## src/rtl/seq_shift_add_mult.sv

```systemverilog
`default_nettype none
// +---------------------------------------------------------------------------+
// | seq_shift_add_mult : sequential unsigned N x N shift-and-add multiplier     |
// |                      plus the Kogge-Stone prefix_adder it iterates on.      |
// | Revision: 1.0                                                               |
// +---------------------------------------------------------------------------+

module prefix_adder #(
  parameter int N = 8
) (
  input  logic [N-1:0] a,
  input  logic [N-1:0] b,
  input  logic         cin,
  output logic [N-1:0] sum
);
  // Group generate/propagate only span bits 0..N-2; bit N-1 needs no carry-out.
  localparam int M      = N - 1;
  localparam int LEVELS = (M > 1) ? $clog2(M) : 1;

  logic [N-1:0] h;
  logic [N-1:0] c;
  logic [M-1:0] g0;
  logic [M-1:0] p0;
  logic [M-1:0] gf;
  logic [M-1:0] pf;

  assign h  = a ^ b;
  assign g0 = a[M-1:0] & b[M-1:0];
  assign p0 = h[M-1:0];

  for (genvar l = 0; l < LEVELS; l++) begin : g_lvl
    logic [M-1:0] gin;
    logic [M-1:0] pin;
    logic [M-1:0] gout;
    logic [M-1:0] pout;
    if (l == 0) begin : g_first
      assign gin = g0;
      assign pin = p0;
    end else begin : g_next
      assign gin = g_lvl[l-1].gout;
      assign pin = g_lvl[l-1].pout;
    end
    for (genvar i = 0; i < M; i++) begin : g_bit
      if (i >= (1 << l)) begin : g_op
        assign gout[i] = gin[i] | (pin[i] & gin[i-(1<<l)]);
        assign pout[i] = pin[i] & pin[i-(1<<l)];
      end else begin : g_pass
        assign gout[i] = gin[i];
        assign pout[i] = pin[i];
      end
    end
  end

  assign gf   = g_lvl[LEVELS-1].gout;
  assign pf   = g_lvl[LEVELS-1].pout;
  assign c[0] = cin;
  for (genvar i = 1; i < N; i++) begin : g_carry
    assign c[i] = gf[i-1] | (pf[i-1] & cin);
  end
  assign sum = h ^ c;
endmodule

module seq_shift_add_mult #(
  parameter int N = 8
) (
  input  logic           clk,
  input  logic           rst_n,
  input  logic           start,
  input  logic [N-1:0]   x,
  input  logic [N-1:0]   y,
  output logic           busy,
  output logic           done,
  output logic [2*N-1:0] p
);
  localparam int CW = $clog2(N) + 1;

  typedef enum logic [1:0] {
    IDLE = 2'd0,
    RUN  = 2'd1,
    DONE = 2'd2
  } state_t;

  state_t         state, state_n;
  logic [N-1:0]   mcand, mcand_n;
  logic [2*N-1:0] acc, acc_n, acc_shift;
  logic [CW-1:0]  cnt, cnt_n;
  logic [2*N-1:0] p_n;
  logic [N:0]     addend;
  logic [N:0]     step_sum;

  // Adding zero when acc[0]=0 yields the plain pass-through of the upper half.
  assign addend = acc[0] ? {1'b0, mcand} : '0;

  prefix_adder #(.N(N + 1)) u_add (
    .a   ({1'b0, acc[2*N-1:N]}),
    .b   (addend),
    .cin (1'b0),
    .sum (step_sum)
  );

  assign acc_shift = {step_sum, acc[N-1:1]};

  always_comb begin
    state_n = state;
    mcand_n = mcand;
    acc_n   = acc;
    cnt_n   = cnt;
    p_n     = p;
    case (state)
      IDLE, DONE: begin
        if (start) begin
          mcand_n = x;
          acc_n   = {{N{1'b0}}, y};
          cnt_n   = '0;
          state_n = RUN;
        end else begin
          state_n = IDLE;
        end
      end
      RUN: begin
        acc_n = acc_shift;
        cnt_n = cnt + CW'(1);
        if (cnt == CW'(N - 1)) begin
          p_n     = acc_shift;
          state_n = DONE;
        end
      end
      default: state_n = IDLE;
    endcase
  end

  always_ff @(posedge clk or negedge rst_n) begin
    if (!rst_n) begin
      state <= IDLE;
      mcand <= '0;
      acc   <= '0;
      cnt   <= '0;
      p     <= '0;
      busy  <= 1'b0;
      done  <= 1'b0;
    end else begin
      state <= state_n;
      mcand <= mcand_n;
      acc   <= acc_n;
      cnt   <= cnt_n;
      p     <= p_n;
      busy  <= (state_n == RUN);
      done  <= (state_n == DONE);
    end
  end
endmodule
`default_nettype wire

```

## config.mk

```make
export PLATFORM = sky130hd
export DESIGN_NAME = seq_shift_add_mult
export DESIGN_NICKNAME = d
export VERILOG_FILES = /design/src/rtl/seq_shift_add_mult.sv
export SDC_FILE = /design/constraint.sdc
export NUM_CORES = 1
export LEC_CHECK = 0
export ABC_AREA = 1
export CAP_MARGIN = 10
export CORE_MARGIN = 3
export CORE_UTILIZATION = 55
export CTS_CLUSTER_DIAMETER = 100
export DETAILED_ROUTE_END_ITERATION = 10
export PLACE_DENSITY = 0.81
export SETUP_SLACK_MARGIN = 0.4
export SYNTH_ARGS = -nofsm -noshare
export SYNTH_HDL_FRONTEND = slang
export SYNTH_SLANG_ARGS = --single-unit
```

## constraint.sdc

```tcl
create_clock -name clk -period 5.53 [get_ports clk]
set_input_delay 0.8295 -clock clk [delete_from_list [all_inputs] [get_ports clk]]
set_output_delay 0.8295 -clock clk [all_outputs]
set_load 0.05 [all_outputs]
```

Word level (Yosys, flattened, before mapping). Index checks and enable logic that the tools add are counted.

Bits in registers: 48. Input bits: 19. Output and inout port bits: 18. Word-level logic and storage cells: 75.

$add $sub $neg: 1. Eq/ne operators: 6. Multiplexer cells: 8. Bitwise operators: 47. Reduce and logical (&&, ||, !) cells: 6.

Operator list (count): $pmux W16 S2 (1); $and A1 B1 Y1 (27); $or A1 B1 Y1 (17); $mux W16 (1); $xor A9 B9 Y9 (1); $and A8 B8 Y8 (1); $mux W8 (1); $pmux W4 S2 (1); $xor A8 B8 Y8 (1); $reduce_and A2 Y1 (3); $add A4 B1 Y4 const B (1); $eq A2 B1 Y1 const B (2); $eq A2 B2 Y1 const B (2); $eq A4 B3 Y1 const B (1); $mux W4 (1); $pmux W2 S2 (1); $logic_not A2 Y1 (1); $mux W2 (1); $ne A2 B2 Y1 const B (1); $reduce_bool A2 Y1 (1); $reduce_or A2 Y1 (1); $mux W1 (1).

Depth between registers and ports, before layout. Gate-level depths: netlist of the first run.

Depth in word-level cells: 10. Depth in mapped cells: 13. Depth with buffers taken out: 12.

Modules after synthesis. From an unflattened synthesis of the first run, not the netlist that was laid out.

Cell total of the unflattened synthesis: 348. Area, all modules: 2581.2 µm².

By module, submodules not included: seq_shift_add_mult (instances 1, cells each 251, area each 2028.2 µm², sequential area each 1201.2 µm²); prefix_adder (instances 1, cells each 97, area each 553.0 µm², sequential area each 0.0 µm²).

Least setup slack after synthesis of the first run. Ideal clock, no wire load.

Kind: reg2reg. From: reg acc[0]. To: reg acc[11]. Library setup time: 119 ps. Arrival: 1834 ps. Required time: 5411 ps. Path slack: 3577 ps. Stages on the path, launching flop included: 12. Path buffers: 1. Clock period less this slack: 1953 ps. Cells stage by stage: dfrtp_1 clkbuf_1 nand2_1 inv_1 ha_1 fa_1 nand2_1 nand2_1 and2_1 or2_2 nand3_1 nand2_1.

Longest elaborated chain between the ends: 8. Elaborated cells between the ends (all ways): 12. Classes of those cells: mux (2); bitwise (10).

Ends and longest elaborated chain: from (decl) (RTL line 85) `logic [2*N-1:0] acc, acc_n, acc_shift;`; from (signal assigned) (RTL line 144) `acc <= acc_n;`; $mux W8 (*) (RTL line 92) `assign addend = acc[0] ? {1'b0, mcand} : '0;`; $xor A8 B8 Y8 / $and A8 B8 Y8 (equally long branches) (RTL line 27, 28); $and A1 B1 Y1 (RTL line 45) `assign gout[i] = gin[i] | (pin[i] & gin[i-(1<<l)]);`; $or A1 B1 Y1 (RTL line 45); $and A1 B1 Y1 (RTL line 45); $or A1 B1 Y1 (RTL line 45); $xor A9 B9 Y9 (*) (RTL line 60) `assign sum = h ^ c;`; $pmux W16 S2 (*) (RTL line 109) `case (state)`.

Every way passes the cells marked *; elsewhere a longest branch is shown, timed or not. A chain may end at the register's enable or synchronous reset.

Final worst setup path of the first run.
From: reg p[13]. To: out p[13].

RTL lines: from (decl) (RTL line 73) `output logic [2*N-1:0] p`; from (signal assigned) (RTL line 146) `p <= p_n;`.

No word-level cell between the ends.

==> reports/qor.yml, run 1 <==
status:
  status: "complete, no violations"
critical_path:
  critical-path-top-delay-family: "buffers and inverters"
  worst-path-stages: 1
  timing.rr.end: "acc[11]"
  cp_slowest_cell: "clkdlybuf4s50_1"
  rr_worst_depth: 10
  reg2reg_from: "acc[0]"
  slowest_delay_ns: 0.81
  cp-startpoint: "p[13]"
  crit_fanout: 2
  worstPathCellList: "clkdlybuf4s50_1"
  r2r_slack_ns: 3.37
  path_buf_inv: 1
  worst_setup_path_start_kind: "register"
  crit_end: "p[13]"
  crit_type: "register to output pin"
  required_ns: 4.70
  crit_arrival_ns: 1.48
  cp-end-kind: "output pin"
cells_and_area:
  drive_gt1_frac: 0.127
  final_nets: 319
  syn2layout_area_growth_pct: 20.2
  n_antenna_cell: 0
  post-route-util: 0.696
  instances_no_fill: 341
timing:
  maxSlewViolCount: 0
  worst_clock_skew_ns: 0.00820
  rsz0062_at_grt: "no"
  worstMarginPinSlew_ns: 1.03
  final.period_utilization: 0.418
  setup_tns_ns: 0
  finalHoldViolations: 0
  setup_slack_ns: 3.22
  setup_violations: 0
  max_slew_margin: 0.315
  max_freq_mhz: 433
  period_needed_ns: 2.31
run:
  drv_cap: 0
logic_synthesis:
  synthMostInstantiatedCell: "nand2_1"
  yosysSeqAreaShare: 0.511
  ys_seq_elements: 48
  syn-instance-count: 254
  synthArstFlopShare: 1.00
  ys_top_cells_by_count: "76 x nand2_1, 48 x dfrtp_1, 29 x inv_1"
  ys.warnings.count: 0
  yosysTopAreaCell: "dfrtp_1"
  synth_enable_flop_cells: 0
  synthFlopType: "dfrtp_1"
  synthTopCellsByArea: "dfrtp_1 51%, nand2_1 12%, nand3_1 5.1%"
  synth.cell_area_sq_mm: 0.00235
  yosysUniqueCellTypes: 30
  syn_nets: 283
  synth_area_per_cell_sq_um: 9.25
  yosysTopAreaCellShare: 0.511
hold_path:
  hp-class: "register to register"
global_route:
  grt-ovfl-total: 0
  grt_pass1_vias: 1744
  grt_max_degree: 49
  grt_pass1_wl_mm: 8.10
  grtUsageTotal: 0.201
  antenna_found_initial: 0
routing:
  ant_nets: 0
  drc_errors: 0
  wl_mm: 4.56
  wire_per_inst_microns: 13.4
  via_per_inst: 5.24
  drt_first_pass_iters: 4
  drtIter0Drc: 116
  via_count: 1788
die:
  dieArea_sq_mm: 0.00509
  die_y_microns: 71.4
  die_x_microns: 71.4
  start_util: 0.579
  floorplan.rows: 23
  coreArea_sq_mm: 0.00406
  io_pins: 37
placement:
  dp.cells: 333
  portBuffers: 36
  place.gp.congestion: 0.798
  dp_slack_ns: 3.12
  dp_hpwl_mm: 3.16
clock_tree:
  cts-root-buf: "clkbuf_8"
  cts_resized: 0
  htreeDepth: 2
  clk_latency_ns: 0.30
  cts_buffers: 5
  cts_setup_buffers: 0
  clk_pin_slew_worst_paths_ns: 0.09
  cts_tree: "yes"
  cts_buffer_depth: 2
  clock_sinks: 48
  ctsHoldBuffers: 0
pwr:
  power_density_mw_per_mm2: 663
  p_leak_nw: 1.45
  vdd_drop_max_mv: 0.327
  finalPower_mw: 1.87
## cells in the final DEF (no fill, tap or decap)
master	count
a22o_1	1
inv_1	29
and2_1	1
buf_2	1
nor2_1	7
xor2_1	1
o31ai_1	1
ha_1	9
a21oi_1	6
bufinv_16	1
nor2_8	1
mux2_2	8
o21ai_0	2
a31oi_1	2
o21ai_2	9
inv_2	3
clkdlybuf4s50_1	35
nand3_1	24
o221ai_1	6
or2_2	2
clkinv_1	1
nand2_2	3
clkinvlp_4	1
clkinv_2	1
nand2_4	1
fa_1	1
inv_6	1
nand3b_1	2
o211ai_1	2
dfrtp_1	48
nand2_1	76
clkbuf_8	5
## stage by stage
stage               instance area, sq um  hold slack, ns
global route                        2830           0.500
CTS                                 2830           0.470
finish                              2830           0.468
global placement                    2710           0.452
detailed placement                  2710           0.459
floorplan                           2350           0.440
## worst min-delay path by stage
stage	startpoint	to	slack, ns	cells after the start
2_1_floorplan	cnt[3]	cnt[3]	0.44	1
3_3_place_gp	cnt[3]	cnt[3]	0.45	1
3_5_place_dp	cnt[3]	cnt[3]	0.46	1
4_1_cts	cnt[3]	cnt[3]	0.47	1
5_1_grt	p[14]	p[14]	0.50	2
6_report	cnt[3]	cnt[3]	0.47	1
## metal layers
layer,track usage,share of wire,vias to the layer above
met5,0,0,-
met4,0.0626,0.014,0
met3,0.0505,0.068,5
met2,0.293,0.43,66
met1,0.297,0.49,826
li1,-,-,891
## cell families (layout without fill, tap and decap cells)
logic type | after synthesis | in the layout | share of synthesized area
AND/OR/NAND/NOR | 117 | 117 | 0.219
multiplexers | 8 | 8 | 0.0383
AO/OA/AOI/OAI | 29 | 29 | 0.0916
XOR/XNOR | 1 | 1 | 0.00373
buffers and inverters | 41 | 78 | 0.0793
adder cells (fa/ha/maj) | 10 | 10 | 0.0564
flip-flops | 48 | 48 | 0.511
## cell type report
cell class | instances | area [sq um]
timing repair buffer | 36 | 355
tap | 50 | 62.6
multi-input combinational | 165 | 962
clock inverter | 3 | 42.5
fill | 329 | 1230
inverter | 34 | 133
clock buffer | 5 | 68.8
sequential | 48 | 1200
## registers in the layout, indices dropped and copies added (netlist names)
| register | flops |
|---|---|
| p | 16 |
| state | 2 |
| mcand | 8 |
| busy | 1 |
| cnt | 4 |
| done | 1 |
| acc | 16 |
## power breakdown
| group | internal [mW] | switching [mW] | total (mW) |
|---|---|---|---|
| registers | 0.519 | 0.0929 | 0.612 |
| clock network | 0.134 | 0.121 | 0.255 |
| logic | 0.355 | 0.653 | 1.01 |
| total | 1.01 | 0.866 | 1.87 |
No activity file was read; power rests on OpenSTA's default activity.
==> run 2, diff against run 1 <==
- CORE_UTILIZATION: 55 -> 53
- PLACE_DENSITY: 0.81 -> 0.79
- clock period: 5.53 -> 2.42 ns (I/O delays scaled with it)
==> reports/qor.yml, run 2 (same netlist as run 1, synthesis figures left out) <==
critical_path:
  cp-end-kind: "register"
  crit_arrival_ns: 2.07
  required_ns: 2.61
  crit_top_cell: "nand2_1"
  worstPathCellList: "nand2_1 -> inv_1 -> ha_1 -> fa_2 -> nand2_1 -> nand2_1 -> and2_1 -> or2_2 -> nand3_1 -> nand2_1"
  worst_setup_path_start_kind: "register"
  slowest_delay_ns: 0.43
  crit_fanout: 5
  crit_type: "register to register"
  cp_slowest_cell: "dfrtp_2"
routing:
  drtIter0Drc: 113
  via_count: 1811
  wire_per_inst_microns: 12.8
  via_per_inst: 5.26
  wl_mm: 4.41
  drt_first_pass_iters: 4
  ant_nets: 0
  drc_errors: 0
clock_tree:
  cts-root-buf: "clkbuf_8"
  clock_sinks: 48
  htreeDepth: 2
  clk_latency_ns: 0.30
  cts_tree: "yes"
  cts_buffers: 5
  clk_pin_slew_worst_paths_ns: 0.08
  cts_buffer_depth: 2
global_route:
  grt-ovfl-total: 0
  grt_max_degree: 33
  grt_pass1_vias: 1701
  grtUsageTotal: 0.187
  antenna_found_initial: 0
  grt_pass1_wl_mm: 7.62
timing:
  worst_clock_skew_ns: 0.00771
  max_slew_margin: 0.669
  finalHoldViolations: 0
  setup_tns_ns: 0
  setup_violations: 0
  period_needed_ns: 1.88
  final.period_utilization: 0.778
  setup_slack_ns: 0.538
  worstMarginPinSlew_ns: 0.494
  rsz0062_at_grt: "no"
  maxSlewViolCount: 0
  max_freq_mhz: 531
status:
  status: "complete, no violations"
pwr:
  vdd_drop_max_mv: 0.746
  power_frac_clock: 0.107
  p_sw_mw: 1.93
  pwr-share-comb: 0.556
  power_density_mw_per_mm2: 1460
  p_leak_nw: 1.46
  p_int_mw: 2.21
  seqPwrFrac: 0.337
  switching_share: 0.466
placement:
  place.gp.congestion: 0.802
  dp_slack_ns: 0.413
  placed_area_sq_mm: 0.00273
  dp_hpwl_mm: 3.31
  portBuffers: 36
cells_and_area:
  drive_gt1_frac: 0.136
  layout_common_cells: "76 x nand2_1, 47 x dfrtp_1, 35 x clkdlybuf4s50_1, 29 x inv_1, 24 x nand3_1"
  n_antenna_cell: 0
  finalInstanceArea_sq_mm: 0.00283
  syn2layout_area_growth_pct: 20.3
  final_nets: 323
  largestRegisters: "acc (16), p (16), mcand (8)"
  final_common_cell: "nand2_1"
  nFillCells: 352
run:
  drv_cap: 0
die:
  start_util: 0.567
  coreArea_sq_mm: 0.00414
  die_y_microns: 72.6
  io_pins: 37
  floorplan.rows: 23
  dieArea_sq_mm: 0.00527
  die_x_microns: 72.6
hold_path:
  hp-class: "register to register"
run 2: cell types whose count changed in the layout (fill, tap and decap cells not counted), sizes merged:
cell,previous run,this run
clkinvlp,1,0
bufinv,1,0
dlygate4sd3,0,1
buf,1,4
clkbuf,5,6
run 2: timing repair:
item / 4_1_cts / 5_1_grt
hold buffers: 1 / 0
hold endpoints to repair: 16 / 0
setup endpoints to repair: 0 / 4
buffers inserted: 0 / 1
gates resized for setup: 0 / 2
run 2: layer usage:
metal	vias up	part of all wire	GRT usage
met3	10	0.059	0.0386
met1	851	0.47	0.255
met2	49	0.45	0.291
li1	901	-	-
met4	0	0.021	0.0799
met5	-	0	0
run 2: path summary, 6_finish.rpt:
| check | from | end | slack [ns] | cells past startpoint |
|---|---|---|---|---|
| max in group asynchronous | rst_n | acc[0] | 1.17 | 3 |
| min in group asynchronous | rst_n | p[0] | 0.49 | 2 |
| worst min-delay path | p[13] | p[13] | 0.48 | 2 |
| worst min register to register | p[13] | p[13] | 0.48 | 2 |
| worst max register to register | acc[0] | acc[11] | 0.54 | 10 |
| worst max-delay path | acc[0] | acc[11] | 0.54 | 10 |
run 2: layout make-up:
cell class / count / area [sq um] / area share
Inverter: 34 / 133 / 0.0469
Sequential cell: 48 / 1200 / 0.425
Timing Repair Buffer: 40 / 388 / 0.137
Clock buffer: 6 / 72.6 / 0.0257
Tap cell: 50 / 62.6 / 0.0221
Clock inverter: 1 / 5.00 / 0.00177
Multi-Input combinational cell: 165 / 965 / 0.341
run 2: worst max-delay path, delay by kind of cell (launching register included):
family | cells | cell delay (ns)
DFF | 1 | 0.43
adders and majority gates | 2 | 0.55
and+or+nand+nor | 7 | 0.75
buffers and inverters | 1 | 0.04
run 2: power by group through the flow:
stage	combinational (mW)	sequential (mW)	clock, mW
2_1_floorplan	1.27	1.84	0
3_3_place_gp	2.24	1.39	0
3_5_place_dp	2.29	1.41	0
4_1_cts	2.29	1.40	0.454
5_1_grt	2.56	1.44	0.482
6_report	2.30	1.40	0.441
run 2: metrics by stage:
| stage | hold WS [ns] | power (mW) | std cells | util |
|---|---|---|---|---|
| floorplan | 0.0674 | 3.10 | 254 | - |
| global placement | 0.286 | 3.63 | 335 | 0.659 |
| detailed placement | 0.295 | 3.70 | 335 | 0.659 |
| CTS | 0.478 | 4.15 | 343 | 0.680 |
| global route | 0.498 | 4.48 | 344 | 0.682 |
| finish | 0.481 | 4.14 | 344 | 0.682 |
==> run 3, diff against run 2 <==
- clock period: 2.42 -> 1.89 ns (I/O delays scaled with it)
==> reports/qor.yml, run 3 (same netlist as run 1, synthesis figures left out) <==
cells_and_area:
  n_antenna_cell: 0
  drive_gt1_frac: 0.335
  final_nets: 341
  post-route-util: 0.779
  layout_common_cells: "59 x nand2_1, 48 x dfrtp_1, 22 x inv_1, 17 x clkdlybuf4s50_1"
  instances_no_fill: 363
  largestRegisters: "acc (16), p (16), mcand (8)"
  final_common_cell: "nand2_1"
  nFillCells: 271
  syn2layout_area_growth_pct: 37.4
global_route:
  grt_busiest_layer: "met2"
  grtUsageTotal: 0.213
  grt_max_degree: 30
  grt-ovfl-total: 0
  met2_usage: 0.324
  antenna_found_initial: 0
  grt_pass1_wl_mm: 8.67
  met1_usage: 0.303
  use_met3: 0.0441
  grt_pass1_vias: 1799
clock_tree:
  clock_sinks: 48
  cts_buffers: 5
  htreeDepth: 2
  cts_tree: "yes"
  clk_pin_slew_worst_paths_ns: 0.09
  clk_latency_ns: 0.30
  cts-root-buf: "clkbuf_8"
  cts_buffer_depth: 2
timing:
  final.period_utilization: 0.968
  max_slew_margin: 0.652
  setup_tns_ns: 0
  finalHoldViolations: 0
  period_needed_ns: 1.83
  max_freq_mhz: 546
  worst_clock_skew_ns: 0.00914
  maxSlewViolCount: 0
  rsz0062_at_grt: "yes"
  setup_violations: 0
  worstMarginPinSlew_ns: 0.522
routing:
  drt_first_pass_iters: 4
  drtIter0Drc: 204
  ant_nets: 0
  via_count: 2019
  drc_errors: 0
  via_per_inst: 5.56
  wire_per_inst_microns: 16.1
  wl_mm: 5.86
critical_path:
  reg2reg_from: "acc[0]"
  crit_arrival_ns: 2.03
  cp-end-kind: "register"
  worst_setup_path_start_kind: "register"
  r2r_slack_ns: 0.06
  crit_fanout: 2
  required_ns: 2.09
  rr_worst_depth: 10
  cp-startpoint: "acc[0]"
  crit_type: "register to register"
  timing.rr.end: "acc[11]"
status:
  status: "complete, no violations"
pwr:
  p_leak_nw: 1.62
  seqPwrFrac: 0.288
  pwr-share-comb: 0.615
  power_density_mw_per_mm2: 1980
  p_sw_mw: 3.04
  vdd_drop_max_mv: 1.07
  switching_share: 0.475
  finalPower_mw: 6.40
  p_int_mw: 3.36
  power_frac_clock: 0.097
die:
  dieArea_sq_mm: 0.00527
  start_util: 0.567
  io_pins: 37
  coreArea_sq_mm: 0.00414
  floorplan.rows: 23
  die_x_microns: 72.6
  die_y_microns: 72.6
hold_path:
  min_to: "cnt[3]"
  hp-class: "register to register"
  hp-start: "cnt[3]"
  min_path_cells: 1
placement:
  dp_hpwl_mm: 3.55
  dp.cells: 338
  place.gp.congestion: 0.870
  portBuffers: 36
run:
  drv_cap: 0
## run 3: repair_timing
item | 4_1_cts | 5_1_grt
hold buffers | 1 | 0
gates resized for setup | 39 | 45
buffers inserted | 8 | 8
pin swaps | 12 | 23
hold endpoints to repair | 19 | 0
setup endpoints to repair | 31 | 35
## run 3: metrics by stage
stage,hold WS [ns],setup slack (ns),area (sq um)
finish,0.474,0.0597,3230
global placement,0.269,0.197,2810
detailed placement,0.276,0.128,2810
global route,0.510,0.00381,3230
floorplan,-0.0121,0.0879,2410
CTS,0.476,0.177,3040
## run 3: layout make-up
type | instances | area [sq um] | share of cell area
tap | 50 | 62.6 | 0.0194
inverter | 34 | 135 | 0.0419
multi-input combinational | 165 | 1200 | 0.371
sequential | 48 | 1200 | 0.372
clock buffer | 7 | 86.3 | 0.0267
clock inverter | 1 | 7.51 | 0.00233
timing repair buffer | 58 | 537 | 0.166
## run 3: worst max path at each step
stage	end	slack (ns)	cells past startpoint
2_1_floorplan	acc[11]	0.09	11
3_3_place_gp	p[11]	0.20	10
3_5_place_dp	acc[11]	0.13	10
4_1_cts	p[11]	0.18	10
5_1_grt	p[15]	0.004	12
6_report	acc[11]	0.06	10
## run 3: worst max-delay path, stage by stage (launching register included)
cell and delay, ns:
dfrtp_1 0.42, nand2_2 0.10, inv_2 0.05, ha_4 0.16, fa_2 0.38, nand2_2 0.09, nand2_2 0.05, and2_4 0.14
or2_4 0.23, nand3_2 0.06, nand2_1 0.05
## run 3: metal layers
layer,vias up,wire length (microns)
met5,-,0
met4,0,219
met3,26,343
met2,91,2840
met1,970,2450
li1,932,-
## run 3: power by group through the flow
stage	combinational [mW]	clock (mW)	sequential, mW
4_1_cts	3.41	0.624	1.79
3_3_place_gp	3.07	0	1.78
6_report	3.94	0.620	1.84
3_5_place_dp	3.16	0	1.80
5_1_grt	4.23	0.679	1.89
2_1_floorplan	1.76	0	2.36
